File: src/rtl/fetch_pkg.sv
// Shared definitions for the fetch/PC stage: FSM state encoding and default widths.
// PC_BITS_DEF must match the instruction memory address width.
package fetch_pkg;

    typedef enum logic [1:0] {
        IDLE   = 2'd0,
        RUN    = 2'd1,
        HALTED = 2'd2
    } fetch_state_e;

    localparam int PC_BITS_DEF      = 12;
    localparam int OFF_BITS_DEF     = 6;
    localparam int LUT_SEL_BITS_DEF = 3;
    localparam int CNT_BITS_DEF     = 16;

endpackage

File: src/rtl/fetch_pc_ctrl_jump_target_lut.sv
// Jump-target table: register array with a synchronous write and a combinational read.
// A read in the same cycle as a write to that index returns the old entry.
module jump_target_lut #(
    parameter int SEL_BITS  = 3,
    parameter int DATA_BITS = 12
) (
    input  logic                 clk,
    input  logic                 reset,
    input  logic                 we,
    input  logic [SEL_BITS-1:0]  waddr,
    input  logic [DATA_BITS-1:0] wdata,
    input  logic [SEL_BITS-1:0]  raddr,
    output logic [DATA_BITS-1:0] rdata
);

    localparam int ENTRIES = 2 ** SEL_BITS;

    logic [DATA_BITS-1:0] mem_q [ENTRIES];
    logic [DATA_BITS-1:0] mem_d [ENTRIES];

    always_comb begin
        for (int i = 0; i < ENTRIES; i++) begin
            mem_d[i] = mem_q[i];
        end
        if (we) begin
            mem_d[waddr] = wdata;
        end
    end

    always_ff @(posedge clk) begin
        for (int i = 0; i < ENTRIES; i++) begin
            if (reset) begin
                mem_q[i] <= '0;
            end else begin
                mem_q[i] <= mem_d[i];
            end
        end
    end

    assign rdata = mem_q[raddr];

endmodule

File: src/rtl/fetch_pc_ctrl.sv
// Program counter and fetch sequencing (IDLE/RUN/HALTED) ahead of the instruction memory.
// pc, running and done are all flops, so instruction fetch sees a stable address all cycle.
module fetch_pc_ctrl
    import fetch_pkg::*;
#(
    parameter int PC_BITS      = PC_BITS_DEF,
    parameter int LUT_SEL_BITS = LUT_SEL_BITS_DEF,
    parameter int OFF_BITS     = OFF_BITS_DEF,
    parameter int CNT_BITS     = CNT_BITS_DEF
) (
    input  logic                    clk,
    input  logic                    reset,
    input  logic                    start,
    input  logic                    stall,
    input  logic                    halt_req,
    input  logic                    br_rel_en,
    input  logic [OFF_BITS-1:0]     br_off,
    input  logic                    jmp_en,
    input  logic [LUT_SEL_BITS-1:0] jmp_sel,
    input  logic                    lut_we,
    input  logic [LUT_SEL_BITS-1:0] lut_waddr,
    input  logic [PC_BITS-1:0]      lut_wdata,
    output logic [PC_BITS-1:0]      pc,
    output logic                    running,
    output logic                    done,
    output logic [CNT_BITS-1:0]     cycle_cnt,
    output logic [1:0]              state_dbg
);

    localparam logic [PC_BITS-1:0]  PC_ONE  = {{(PC_BITS-1){1'b0}}, 1'b1};
    localparam logic [CNT_BITS-1:0] CNT_ONE = {{(CNT_BITS-1){1'b0}}, 1'b1};
    localparam logic [CNT_BITS-1:0] CNT_MAX = '1;

    fetch_state_e        state_q, state_d;
    logic [PC_BITS-1:0]  pc_q, pc_d;
    logic [CNT_BITS-1:0] cnt_q, cnt_d;
    logic                running_q, running_d;
    logic                done_q, done_d;

    logic [PC_BITS-1:0]  lut_rdata;
    logic [PC_BITS-1:0]  br_off_ext;

    jump_target_lut #(
        .SEL_BITS  (LUT_SEL_BITS),
        .DATA_BITS (PC_BITS)
    ) u_lut (
        .clk   (clk),
        .reset (reset),
        .we    (lut_we),
        .waddr (lut_waddr),
        .wdata (lut_wdata),
        .raddr (jmp_sel),
        .rdata (lut_rdata)
    );

    assign br_off_ext = {{(PC_BITS-OFF_BITS){br_off[OFF_BITS-1]}}, br_off};

    always_comb begin
        state_d = state_q;
        pc_d    = pc_q;
        cnt_d   = cnt_q;
        unique case (state_q)
            IDLE, HALTED: begin
                if (start) begin
                    state_d = RUN;
                    pc_d    = '0;
                    cnt_d   = '0;
                end
            end
            RUN: begin
                if (halt_req) begin
                    state_d = HALTED;
                end else if (!stall) begin
                    // Jump beats relative branch; PC arithmetic wraps naturally.
                    if (jmp_en) begin
                        pc_d = lut_rdata;
                    end else if (br_rel_en) begin
                        pc_d = pc_q + br_off_ext;
                    end else begin
                        pc_d = pc_q + PC_ONE;
                    end
                    cnt_d = (cnt_q == CNT_MAX) ? cnt_q : cnt_q + CNT_ONE;
                end
            end
            default: begin
                state_d = IDLE;
            end
        endcase
        running_d = (state_d == RUN);
        done_d    = (state_d == HALTED);
    end

    always_ff @(posedge clk) begin
        if (reset) begin
            state_q   <= IDLE;
            pc_q      <= '0;
            cnt_q     <= '0;
            running_q <= 1'b0;
            done_q    <= 1'b0;
        end else begin
            state_q   <= state_d;
            pc_q      <= pc_d;
            cnt_q     <= cnt_d;
            running_q <= running_d;
            done_q    <= done_d;
        end
    end

    assign pc        = pc_q;
    assign running   = running_q;
    assign done      = done_q;
    assign cycle_cnt = cnt_q;
    assign state_dbg = state_q;

endmodule

File: config.mk
export PLATFORM = sky130hd
export DESIGN_NAME = fetch_pc_ctrl
export DESIGN_NICKNAME = d
export VERILOG_FILES = /design/src/rtl/fetch_pkg.sv /design/src/rtl/fetch_pc_ctrl_jump_target_lut.sv /design/src/rtl/fetch_pc_ctrl.sv
export SDC_FILE = /design/constraint.sdc
export NUM_CORES = 1
export LEC_CHECK = 0
export BUFFER_PORTS_ARGS = -buffer_cell sky130_fd_sc_hd__buf_2
export CELL_PAD_IN_SITES_DETAIL_PLACEMENT = 1
export CELL_PAD_IN_SITES_GLOBAL_PLACEMENT = 2
export CORE_UTILIZATION = 30
export DETAILED_ROUTE_END_ITERATION = 7
export GPL_TIMING_DRIVEN = 0
export PLACE_DENSITY_LB_ADDON = 0.1
export SETUP_SLACK_MARGIN = 0.5
export SYNTH_ARGS = -nofsm -noshare
export SYNTH_HDL_FRONTEND = slang
export SYNTH_SLANG_ARGS = --single-unit
File: constraint.sdc
create_clock -name clk -period 4.89 [get_ports clk]
set_clock_uncertainty 0.05 [all_clocks]
set_input_delay 0 -clock clk [delete_from_list [all_inputs] [get_ports clk]]
set_output_delay 0 -clock clk [all_outputs]
set_load 0.005 [all_outputs]
# == Word level (Yosys, flattened, before mapping) ==
# Memories as Yosys holds them, arrays and structs flattened.
# Index checks and enable logic that the tools add are counted.
# word_totals
output_inout_bits,32
reg_bits,32
ramBits,96
n_memories,1
# mem_list
memory,depth,word_bits,rd,rd_clocked_by_memory_dff,write_ports,line,source
u_lut.mem_q,8,12,9,0,8,fetch_pc_ctrl_jump_target_lut.sv:18,logic [DATA_BITS-1:0] mem_q [ENTRIES];
# op_classes
muxes,29
add_sub_neg,3
reduce_logical,6
bitwise_logic,9
order_cmp,2
eq_ne,9
# ops
cell,n
12-bit 2-to-1 mux,14
96-bit bitwise mux,1
96-bit 2-to-1 mux,1
16-bit 2-to-1 mux,4
12-bit demux with 3-bit select,1
16-bit one-hot mux with 2 select lines,1
12-bit one-hot mux with 2 select lines,1
16-bit by 1-bit adder with 16-bit output (second input constant),1
16-bit equality test (second input constant),1
12-bit by 1-bit adder with 12-bit output (second input constant),1
12-bit adder,1
2-bit inequality test (second input constant),4
1-bit OR,8
5-bit AND reduction,1
2-bit by 1-bit equality test with 1-bit output (second input constant),2
2-bit equality test (second input constant),2
4-bit greater-or-equal comparator (second input constant),1
4-bit by 1-bit less-than comparator with 1-bit output (second input constant),1
2-bit 2-to-1 mux,2
3-bit NOT with 4-bit output,1
2-bit one-hot mux with 2 select lines,1
4-bit AND reduction,1
1-bit 2-to-1 mux,3
2-bit zero test,1
other kinds (3),3

# == Depth between registers and ports, before layout ==
# Gate-level depths: netlist of run 1.
# logic_depth
word_depth,8
ltp_mapped,10
mapped_depth_nobuf,10

# == Hierarchy ==
# Synthesis of run 1 repeated with hierarchy kept, for this count alone.
# unflattened
hier_cells,724
hier_area_um2,6287.3
# by_module_without_submodules
mod,instances,seq_area_each_um2,area_per_inst_um2,cells_each
jump_target_lut,1,1921.8,4309.1,486
fetch_pc_ctrl,1,640.6,1978.1,238

# == Worst setup path after synthesis of run 1 ==
# No wires, ideal clock.
# synth_path
path_type,flip-flop to flip-flop
startpoint,"register pc_q[6], in the netlist pc[6]"
endpoint,"register pc_q[11], in the netlist pc[11]"
setup_time_ns,0.122
arrival_time_ns,1.954
setup_slack_ns,2.764
stages_incl_launch_ff,8
n_path_buf,1
synth_period_minus_slack_ns,2.126
cell_sequence,dfxtp_1 clkbuf_2 or4_4 a2111o_1 a31oi_1 nor4_1 mux2i_1 a221o_1
# synth_via
elab_chain_len,6
elab_cells_between_ends,7
cone_classes,add/sub (2); mux (5)
# synth_lines
item,line,source
from (decl),fetch_pc_ctrl.sv:35,"logic [PC_BITS-1:0] pc_q, pc_d;"
from (signal assigned),fetch_pc_ctrl.sv:102,pc_q <= pc_d;
12-bit by 1-bit adder with 12-bit output or 12-bit adder (tied branches),"fetch_pc_ctrl.sv:80, fetch_pc_ctrl.sv:78",
12-bit 2-to-1 mux (*),fetch_pc_ctrl.sv:77,end else if (br_rel_en) begin
12-bit 2-to-1 mux (*),fetch_pc_ctrl.sv:75,if (jmp_en) begin
12-bit 2-to-1 mux (*),fetch_pc_ctrl.sv:73,end else if (!stall) begin
12-bit 2-to-1 mux (*),fetch_pc_ctrl.sv:71,if (halt_req) begin
12-bit one-hot mux with 2 select lines (*),fetch_pc_ctrl.sv:62,unique case (state_q)
# Every way passes the cells marked *; elsewhere a longest branch is shown, timed or not. The select of a mux whose other input is x is not followed.
# A chain may end at the register's enable or synchronous reset.

# == Worst setup path in the final report of run 1 ==
# layout_path
startpoint,"register pc_q[3], in the netlist pc[3]"
endpoint,"register pc_q[11], in the netlist pc[11]"
# The elaborated chain is that of the path after synthesis.

==> results of run 1 <==
[worst min-delay path by stage]
stage | slack (ns) | cells after the start | endpoint | start
after floorplan | 0.11 | 2 | done$_SDFF_PP0_ | halt_req
after global placement | 0.26 | 3 | state_dbg[1]$_SDFF_PP0_ | halt_req
after detailed placement | 0.29 | 3 | u_lut.mem_q[1][11]$_SDFFE_PP0P_ | lut_wdata[11]
after CTS | 0.04 | 4 | u_lut.mem_q[1][0]$_SDFFE_PP0P_ | lut_waddr[0]
after global routing | 0.07 | 4 | u_lut.mem_q[3][0]$_SDFFE_PP0P_ | lut_we
final | 0.04 | 4 | u_lut.mem_q[7][11]$_SDFFE_PP0P_ | lut_waddr[0]
[state kept, by name, indices dropped and copies added, names as in the netlist]
signal	count
cycle_cnt	16
done	1
state_dbg	2
u_lut.mem_q	96
running	1
pc	12
[logic make-up (layout without fill, tap and decap cells)]
kind of cell,after synthesis,after routing,synth area share
AND/OR/NAND/NOR,320,320,0.230
AO/OA/AOI/OAI,162,162,0.151
flip-flops,128,128,0.424
buffers and inverters,62,157,0.0426
multiplexers,39,39,0.115
XOR/XNOR,13,13,0.0188
adder cells (fa/ha/maj),9,9,0.0199
[power by group]
group	internal [mW]	leakage, nW	total, mW	switching, mW
logic	0.0733	1.36	0.203	0.130
clock network	0.839	0.292	1.32	0.483
registers	1.06	1.04	1.08	0.0121
total	1.98	2.68	2.60	0.625
[worst max-delay path: cells and delay by family (launching register included)]
kind	cells	cell delay [ns]
AO/OA/AOI/OAI	3	0.82
adder cells (fa/ha/maj)	1	0.37
flip-flops	1	0.34
multiplexers	1	0.16
AND/OR/NAND/NOR	2	0.60
[cells in the final DEF, fill, tap and decap left out, drive strengths merged, types with 5 or more instances in the layout]
master,synthesis,final
dfxtp,128,128
mux2i,12,12
and3,8,8
clkbuf,44,66
nand2b,12,12
o21ai,15,15
nor2,35,35
dlygate4sd3,0,17
ha,8,8
nand4,7,7
nor2b,6,6
buf,10,57
and2,5,5
inv,8,8
nand2,214,214
xor2,11,11
or3,7,7
nand3,13,13
a21oi,121,121
mux4,24,24
[metal layers]
| layer | routed length [microns] | share of wire |
|---|---|---|
| met5 | 0 | 0 |
| met2 | 10400 | 0.51 |
| met3 | 650 | 0.032 |
| met1 | 9240 | 0.45 |
| met4 | 276 | 0.013 |
[cell type report]
| type | count | area (sq um) | share of cell area |
|---|---|---|---|
| Clock inverter | 9 | 133 | 0.0179 |
| Timing Repair Buffer | 64 | 405 | 0.0548 |
| Tap cell | 265 | 332 | 0.0449 |
| Inverter | 8 | 30.0 | 0.00406 |
| Multi-Input combinational cell | 543 | 3230 | 0.437 |
| Sequential cell | 128 | 2560 | 0.347 |
| Clock buffer | 22 | 474 | 0.0642 |
| Buffer | 54 | 228 | 0.0308 |
[per-stage QoR]
| step | instances | hold slack (ns) |
|---|---|---|
| after floorplan | 733 | 0.108 |
| after global placement | 1045 | 0.256 |
| after detailed placement | 1045 | 0.294 |
| after CTS | 1093 | 0.0352 |
| after global routing | 1093 | 0.0709 |
| final | 1093 | 0.0385 |
[repair_timing]
action                                 4_1_cts  5_1_grt
setup buffers                                0        0
endpoints found under the hold margin      109        0
hold buffers                                17        0
==> impl_metrics.toml, run 1 <==
[global_routing]
first_global_vias = 5794
grt_start_max_net_pins = 17
grt_pass1_wl_mm = 32.1
antenna_found_initial = 0
grt_overflow = 0
use_met3 = 0.0338
use_met2 = 0.379
busiest_layer = "met2"
use_met1 = 0.260
grt_use_total = 0.211

[cts]
clkSlewWorstSetupHoldPaths_ns = 0.06
root_buffer = "clkbuf_16"
clock-sinks = 128
htreeDepth = 4
cts_tree = "built"
clock_latency_ns = 0.42
clk_path_buf_depth = 2
cts_resized = 0
cts_buffers = 17

[synthesis]
syn_area_sq_mm = 0.00605
syn_area_per_cell_sq_um = 8.25
ys.flop_type = "dfxtp_1"
synth_edf_count = 0
syn-num-nets = 774
synth_warnings = 0
yosysMostFrequentCell = "nand2_1"
synth_commonest_cells = "nand2_1, dfxtp_1, a21oi_1"
netlist.area_leader.share = 0.424
synth_top_area_cell = "dfxtp_1"
syn_inst = 733
yosysSeqAreaShare = 0.424
synth.top_cells.by_area = "dfxtp_1, nand2_1, a21oi_1"
synthArstFlopShare = 0
synth_cell_types = 51
synth_seq_cells = 128

[power_and_ir_drop]
p_leak_nw = 2.68
ir_worst_vdd_v = 0.000225
power.density_mw_per_mm2 = 352
power.total_mw = 2.60

[timing]
finalCritPeriodShare = 0.502
final.min_clock_period_ns = 2.45
tns_ns = 0
slew_headroom = 0.487
finalHoldViolCount = 0
setup_ws_ns = 2.44
maxSlewViolCount = 0
rsz0062_at_grt = "false"
fmax_mhz = 408
setup_viol = 0
tightestPinTransition_ns = 0.768

[route]
firstDrtPassIters = 4
wl_per_cell_microns = 18.8
routed_via_density = 5.04
drc = 0
antenna_left = 0
initialDrtViolationCount = 165
num_vias = 5513
drt_wl_total_mm = 20.6

[placement]
place_worst_setup_slack_ns = 2.41
dp_hpwl_mm = 14.8
io_buffers = 47
gp_congestion = 0.781
postPlaceCellArea_sq_mm = 0.00662

[cells_and_area]
num_antenna_cells = 0
nNetsFinal = 857
fin_util = 0.377
syn2layout_area_growth_pct = 22.2
fin_area_sq_mm = 0.00739
fill_cells = 2355
drive_above_1_share = 0.155

[worst_hold_path]
hp-class = "input pin to register"

[die]
design.core.area_sq_mm = 0.0196
initial_core_util = 0.309
ioPinCount = 64
die-area_sq_mm = 0.0207
row_count = 51
die_y_microns = 144
die_x_microns = 144

[worst_setup_path]
startpoint_type = "register"
cp_slowest_stage_delay_ns = 0.49
crit_path_start = "pc[3]$_SDFFE_PP0P_"
worstSetupEndpointType = "register"
crit_type = "register to register"
path_max_fanout = 5
timing.rr.end = "pc[11]$_SDFFE_PP0P_"
crit_path_top_delay_cell = "nor4_1"
crit_path_end = "pc[11]$_SDFFE_PP0P_"
r2r_start = "pc[3]$_SDFFE_PP0P_"
crit_required_ns = 5.15
path_cells = "ha_1 > nand3_1 > o2111ai_1 > a31oi_1 > nor4_1 > mux2i_1 > a221o_1"
worstPathArrival_ns = 2.71
r2r_cells = 7
rrSetupSlack_ns = 2.44

[run_status]
status = "completed"

[flow_run]
maxCapViolations = 0
(Power assumes the default switching activity.)
==> inputs of run 2 (changes only) <==
- clock period: 4.89 -> 2.25 ns (I/O delays scaled with it)
==> impl_metrics.toml, run 2 (synthesized netlist as in run 1, its figures left out) <==
[global_routing]
grt_pass1_wl_mm = 32.8
grt_start_max_net_pins = 17
grt_use_total = 0.217
grt_overflow = 0
first_global_vias = 5924
antenna_found_initial = 0

[die]
design.core.area_sq_mm = 0.0196
row_count = 51
initial_core_util = 0.309
ioPinCount = 64
die_y_microns = 144
die-area_sq_mm = 0.0207
die_x_microns = 144

[cts]
root_buffer = "clkbuf_16"
clock_latency_ns = 0.42
cts_tree = "built"
clkSlewWorstSetupHoldPaths_ns = 0.06
clk_path_buf_depth = 2
cts_buffers = 17
clock-sinks = 128
htreeDepth = 4

[worst_setup_path]
rrSetupSlack_ns = 0.13
r2r_cells = 7
path_max_fanout = 5
startpoint_type = "register"
worstSetupEndpointType = "register"
cp_slowest_stage_delay_ns = 0.43
crit_required_ns = 2.50
crit_type = "register to register"
timing.rr.end = "pc[11]$_SDFFE_PP0P_"
path_cells = "clkbuf_8 > or4_4 > a2111o_1 > a31oi_4 > nor4_4 > mux2i_1 > a221o_1"
crit_path_top_delay_cell = "or4_4"
r2r_start = "pc[6]$_SDFFE_PP0P_"
worstPathArrival_ns = 2.37

[worst_hold_path]
whs_path_depth = 4
hold_start = "lut_waddr[0]"
hold_path_end = "u_lut.mem_q[3][0]$_SDFFE_PP0P_"
hp-class = "input pin to register"

[cells_and_area]
largest_reg_flops = 96
drive_above_1_share = 0.241
multi_input_area_sq_mm = 0.00352
nNetsFinal = 880
largest-register = "u_lut.mem_q"
final_cell_mix = "nand2_1, dfxtp_1, a21oi_1"
register_area_sq_mm = 0.00259
num_antenna_cells = 0
fill_cells = 2329
layout_commonest_cell = "nand2_1"
syn2layout_area_growth_pct = 31.4

[route]
firstDrtPassIters = 4
drt_wl_total_mm = 21.1
routed_via_density = 5.07
wl_per_cell_microns = 18.9
initialDrtViolationCount = 189
num_vias = 5658
drc = 0
antenna_left = 0

[power_and_ir_drop]
p_leak_nw = 2.87
ir_worst_vdd_v = 0.000565
power.total_mw = 5.74
power.density_mw_per_mm2 = 723

[timing]
setup_viol = 0
fmax_mhz = 471
finalHoldViolCount = 0
tightestPinTransition_ns = 0.794
final.min_clock_period_ns = 2.12
finalCritPeriodShare = 0.943
slew_headroom = 0.471
rsz0062_at_grt = "true"
setup_ws_ns = 0.129
maxSlewViolCount = 0

[placement]
io_buffers = 47
place_worst_setup_slack_ns = -0.156
gp_congestion = 0.784
dp_hpwl_mm = 14.7

[run_status]
status = "completed"

[flow_run]
maxCapViolations = 0
==> run 2: cell types whose count changed in the layout (fill, tap and decap cells not counted), sizes merged <==
cell | before | now
clkinv | 4 | 2
dlygate4sd3 | 17 | 15
clkbuf | 66 | 68
buf | 57 | 81
clkinvlp | 2 | 4
==> run 2: how the worst max path moves through the flow <==
| stage | to | from |
|---|---|---|
| finish | pc[11]$_SDFFE_PP0P_ | pc[6]$_SDFFE_PP0P_ |
| global route | pc[11]$_SDFFE_PP0P_ | pc[6]$_SDFFE_PP0P_ |
| CTS | pc[11]$_SDFFE_PP0P_ | pc[6]$_SDFFE_PP0P_ |
| detailed placement | pc[11]$_SDFFE_PP0P_ | pc[3]$_SDFFE_PP0P_ |
| global placement | pc[11]$_SDFFE_PP0P_ | pc[2]$_SDFFE_PP0P_ |
| floorplan | pc[11]$_SDFFE_PP0P_ | pc[6]$_SDFFE_PP0P_ |
==> run 2: metal layers <==
metal	vias to the layer above	share of wire	track usage
met5	-	0	0
met4	0	0.014	0.0649
met3	22	0.031	0.0394
met2	97	0.51	0.390
met1	2799	0.45	0.262
li1	2740	-	-
==> run 2: what timing repair did <==
item / CTS / global route
buffers inserted: 22 / 3
gates cloned: 0 / 0
hold buffers: 15 / 0
gates resized for setup: 38 / 26
endpoints found under the hold margin: 103 / 0
pin swaps: 25 / 9
setup endpoints to repair: 24 / 26
==> run 2: critical path: cells and delay by family, from the launching register on <==
family / cells / cell delay, ns
AOI/OAI and AO/OA: 3 / 0.88
and+or+nand+nor: 2 / 0.49
buffers and inverters: 1 / 0.14
muxes: 1 / 0.13
DFF: 1 / 0.32
==> run 2: per-stage QoR <==
step           instances   util  hold WS [ns]  TNS, ns  instance area, sq um
2_1_floorplan        733      -         0.108        0                  6120
3_3_place_gp        1045  0.341         0.255   -0.164                  6690
3_5_place_dp        1045  0.341         0.291   -0.156                  6690
4_1_cts             1114  0.398        0.0120        0                  7800
5_1_grt             1117  0.406        0.0529        0                  7950
6_report            1117  0.406        0.0245        0                  7950
==> run 2: where the power goes <==
group	switching, mW	total (mW)	internal [mW]
combinational	0.311	0.512	0.201
clock	1.04	2.90	1.86
sequential	0.0237	2.33	2.31
total	1.38	5.74	4.36
==> run 2: final cells by class <==
cell class | count | area share
Multi-Input combinational cell | 543 | 0.443
Sequential cell | 128 | 0.326
Timing Repair Buffer | 87 | 0.0761
Clock buffer | 23 | 0.0614
Tap cell | 265 | 0.0417
Buffer | 54 | 0.0316
Clock inverter | 9 | 0.0164
Inverter | 8 | 0.00378
==> inputs of run 3 (changes only) <==
- CTS_BUF_LIST: not set -> sky130_fd_sc_hd__clkbuf_2
==> impl_metrics.toml, run 3 (synthesized netlist as in run 1, its figures left out) <==
[route]
num_vias = 5797
wl_per_cell_microns = 18.6
initialDrtViolationCount = 183
routed_via_density = 5.08
drc = 0
drt_wl_total_mm = 21.2
antenna_left = 0
firstDrtPassIters = 4

[cts]
clkSlewWorstSetupHoldPaths_ns = 0.19
root_buffer = "clkbuf_2"
cts_tree = "built"
htreeDepth = 4
clk_path_buf_depth = 2
clock-sinks = 128
clock_latency_ns = 0.72
cts_buffers = 17

[timing]
slew_headroom = 0.478
tns_ns = 0
timing.hold.ws_ns = -0.00943
setup_ws_ns = 0.149
tightestPinTransition_ns = 0.783
setup_viol = 0
fmax_mhz = 476
final.min_clock_period_ns = 2.10
finalHoldViolCount = 1
rsz0062_at_grt = "true"
finalCritPeriodShare = 0.934
maxSlewViolCount = 0

[worst_setup_path]
startpoint_type = "register"
r2r_start = "pc[6]$_SDFFE_PP0P_"
crit_path_start = "pc[6]$_SDFFE_PP0P_"
worstSetupEndpointType = "register"
crit_required_ns = 2.80
crit_type = "register to register"
path_cells = "clkbuf_8 > or4_4 > a2111o_1 > a31oi_2 > nor4_2 > mux2i_1 > a221o_1"
cp_slowest_stage_delay_ns = 0.42
path_max_fanout = 5
worstPathArrival_ns = 2.66
crit_path_top_delay_cell = "or4_4"

[cells_and_area]
final_cell_mix = "nand2_1, dfxtp_1, a21oi_1"
largest-register = "u_lut.mem_q"
syn2layout_area_growth_pct = 28.5
largest_reg_flops = 96
stdcell_count = 1141
fin_area_sq_mm = 0.00777
layout_commonest_cell = "nand2_1"
drive_above_1_share = 0.234
nNetsFinal = 903

[placement]
dp_hpwl_mm = 14.7
place_worst_setup_slack_ns = -0.156
io_buffers = 47
postPlaceCellArea_sq_mm = 0.00669
gp_congestion = 0.784
dp.cells = 1045

[die]
initial_core_util = 0.309
ioPinCount = 64
design.core.area_sq_mm = 0.0196
die_y_microns = 144
row_count = 51
die-area_sq_mm = 0.0207
die_x_microns = 144

[run_status]
status = "complete, but fails checks"
violations = "negative hold slack"

[worst_hold_path]
hold_start = "br_rel_en"
hp-class = "input pin to register"

[global_routing]
grt_pass1_wl_mm = 32.9
grt_start_max_net_pins = 17
grt_overflow = 0
antenna_found_initial = 1
first_global_vias = 6072
grt_use_total = 0.217

[power_and_ir_drop]
power.density_mw_per_mm2 = 560
ir_worst_vdd_v = 0.000266
p_leak_nw = 2.82

[flow_run]
maxCapViolations = 0
-- run 3: cell count changes in the layout (fill, tap and decap cells not counted), sizes merged --
cell          previous run  this run
dlygate4sd3             15        39
buf                     81        80
diode                    0         1
dlymetal6s4s             0         1
clkbuf                  68        63
clkinv                   2         6
-- run 3: layout make-up --
type | count | area, sq um
Antenna cell | 1 | 2.50
Buffer | 54 | 249
Clock buffer | 19 | 95.1
Clock inverter | 13 | 145
Fill cell | 2347 | 11800
Inverter | 8 | 30.0
Multi-Input combinational cell | 543 | 3490
Sequential cell | 128 | 2590
Tap cell | 265 | 332
Timing Repair Buffer | 110 | 846
-- run 3: worst max-delay path: cells and delay by family (launching register included) --
kind | cells | cell delay, ns
and+or+nand+nor | 2 | 0.51
DFF | 1 | 0.36
muxes | 1 | 0.13
AOI/OAI and AO/OA | 3 | 0.81
buffers and inverters | 1 | 0.14
-- run 3: power by group --
group          internal, mW  total, mW  leakage (nW)  switching (mW)
clock                 0.607       1.49         0.136           0.883
combinational         0.219      0.532          1.64           0.313
sequential             2.31       2.33          1.04          0.0241
total                  3.14       4.36          2.82            1.22
-- run 3: final timing paths --
| check | endpoint | slack (ns) | cells past startpoint |
|---|---|---|---|
| min | pc[1]$_SDFFE_PP0P_ | -0.009 | 6 |
| max | pc[11]$_SDFFE_PP0P_ | 0.15 | 7 |
| min reg2reg | u_lut.mem_q[1][3]$_SDFFE_PP0P_ | 0.42 | 2 |
| max reg2reg | pc[11]$_SDFFE_PP0P_ | 0.15 | 7 |
-- run 3: what timing repair did --
item | CTS | global route
pin swaps | 18 | 8
hold buffers | 35 | 7
endpoints found under the hold margin | 122 | 14
buffers inserted | 20 | 3
resized for setup | 39 | 28
setup endpoints to repair | 23 | 30
-- run 3: through the flow --
stage               utilization  power (mW)
floorplan                     -        2.65
global placement          0.341        2.80
finish                    0.397        4.36
global route              0.397        4.58
detailed placement        0.341        2.82
CTS                       0.389        4.39
-- run 3: per-layer routing --
metal / wire, microns / track usage / vias up / share of wire
met3: 650 / 0.0411 / 22 / 0.031
li1: - / - / 2794 / -
met4: 294 / 0.0638 / 0 / 0.014
met5: 0 / 0 / - / 0
met2: 10900 / 0.394 / 100 / 0.51
met1: 9360 / 0.257 / 2881 / 0.44
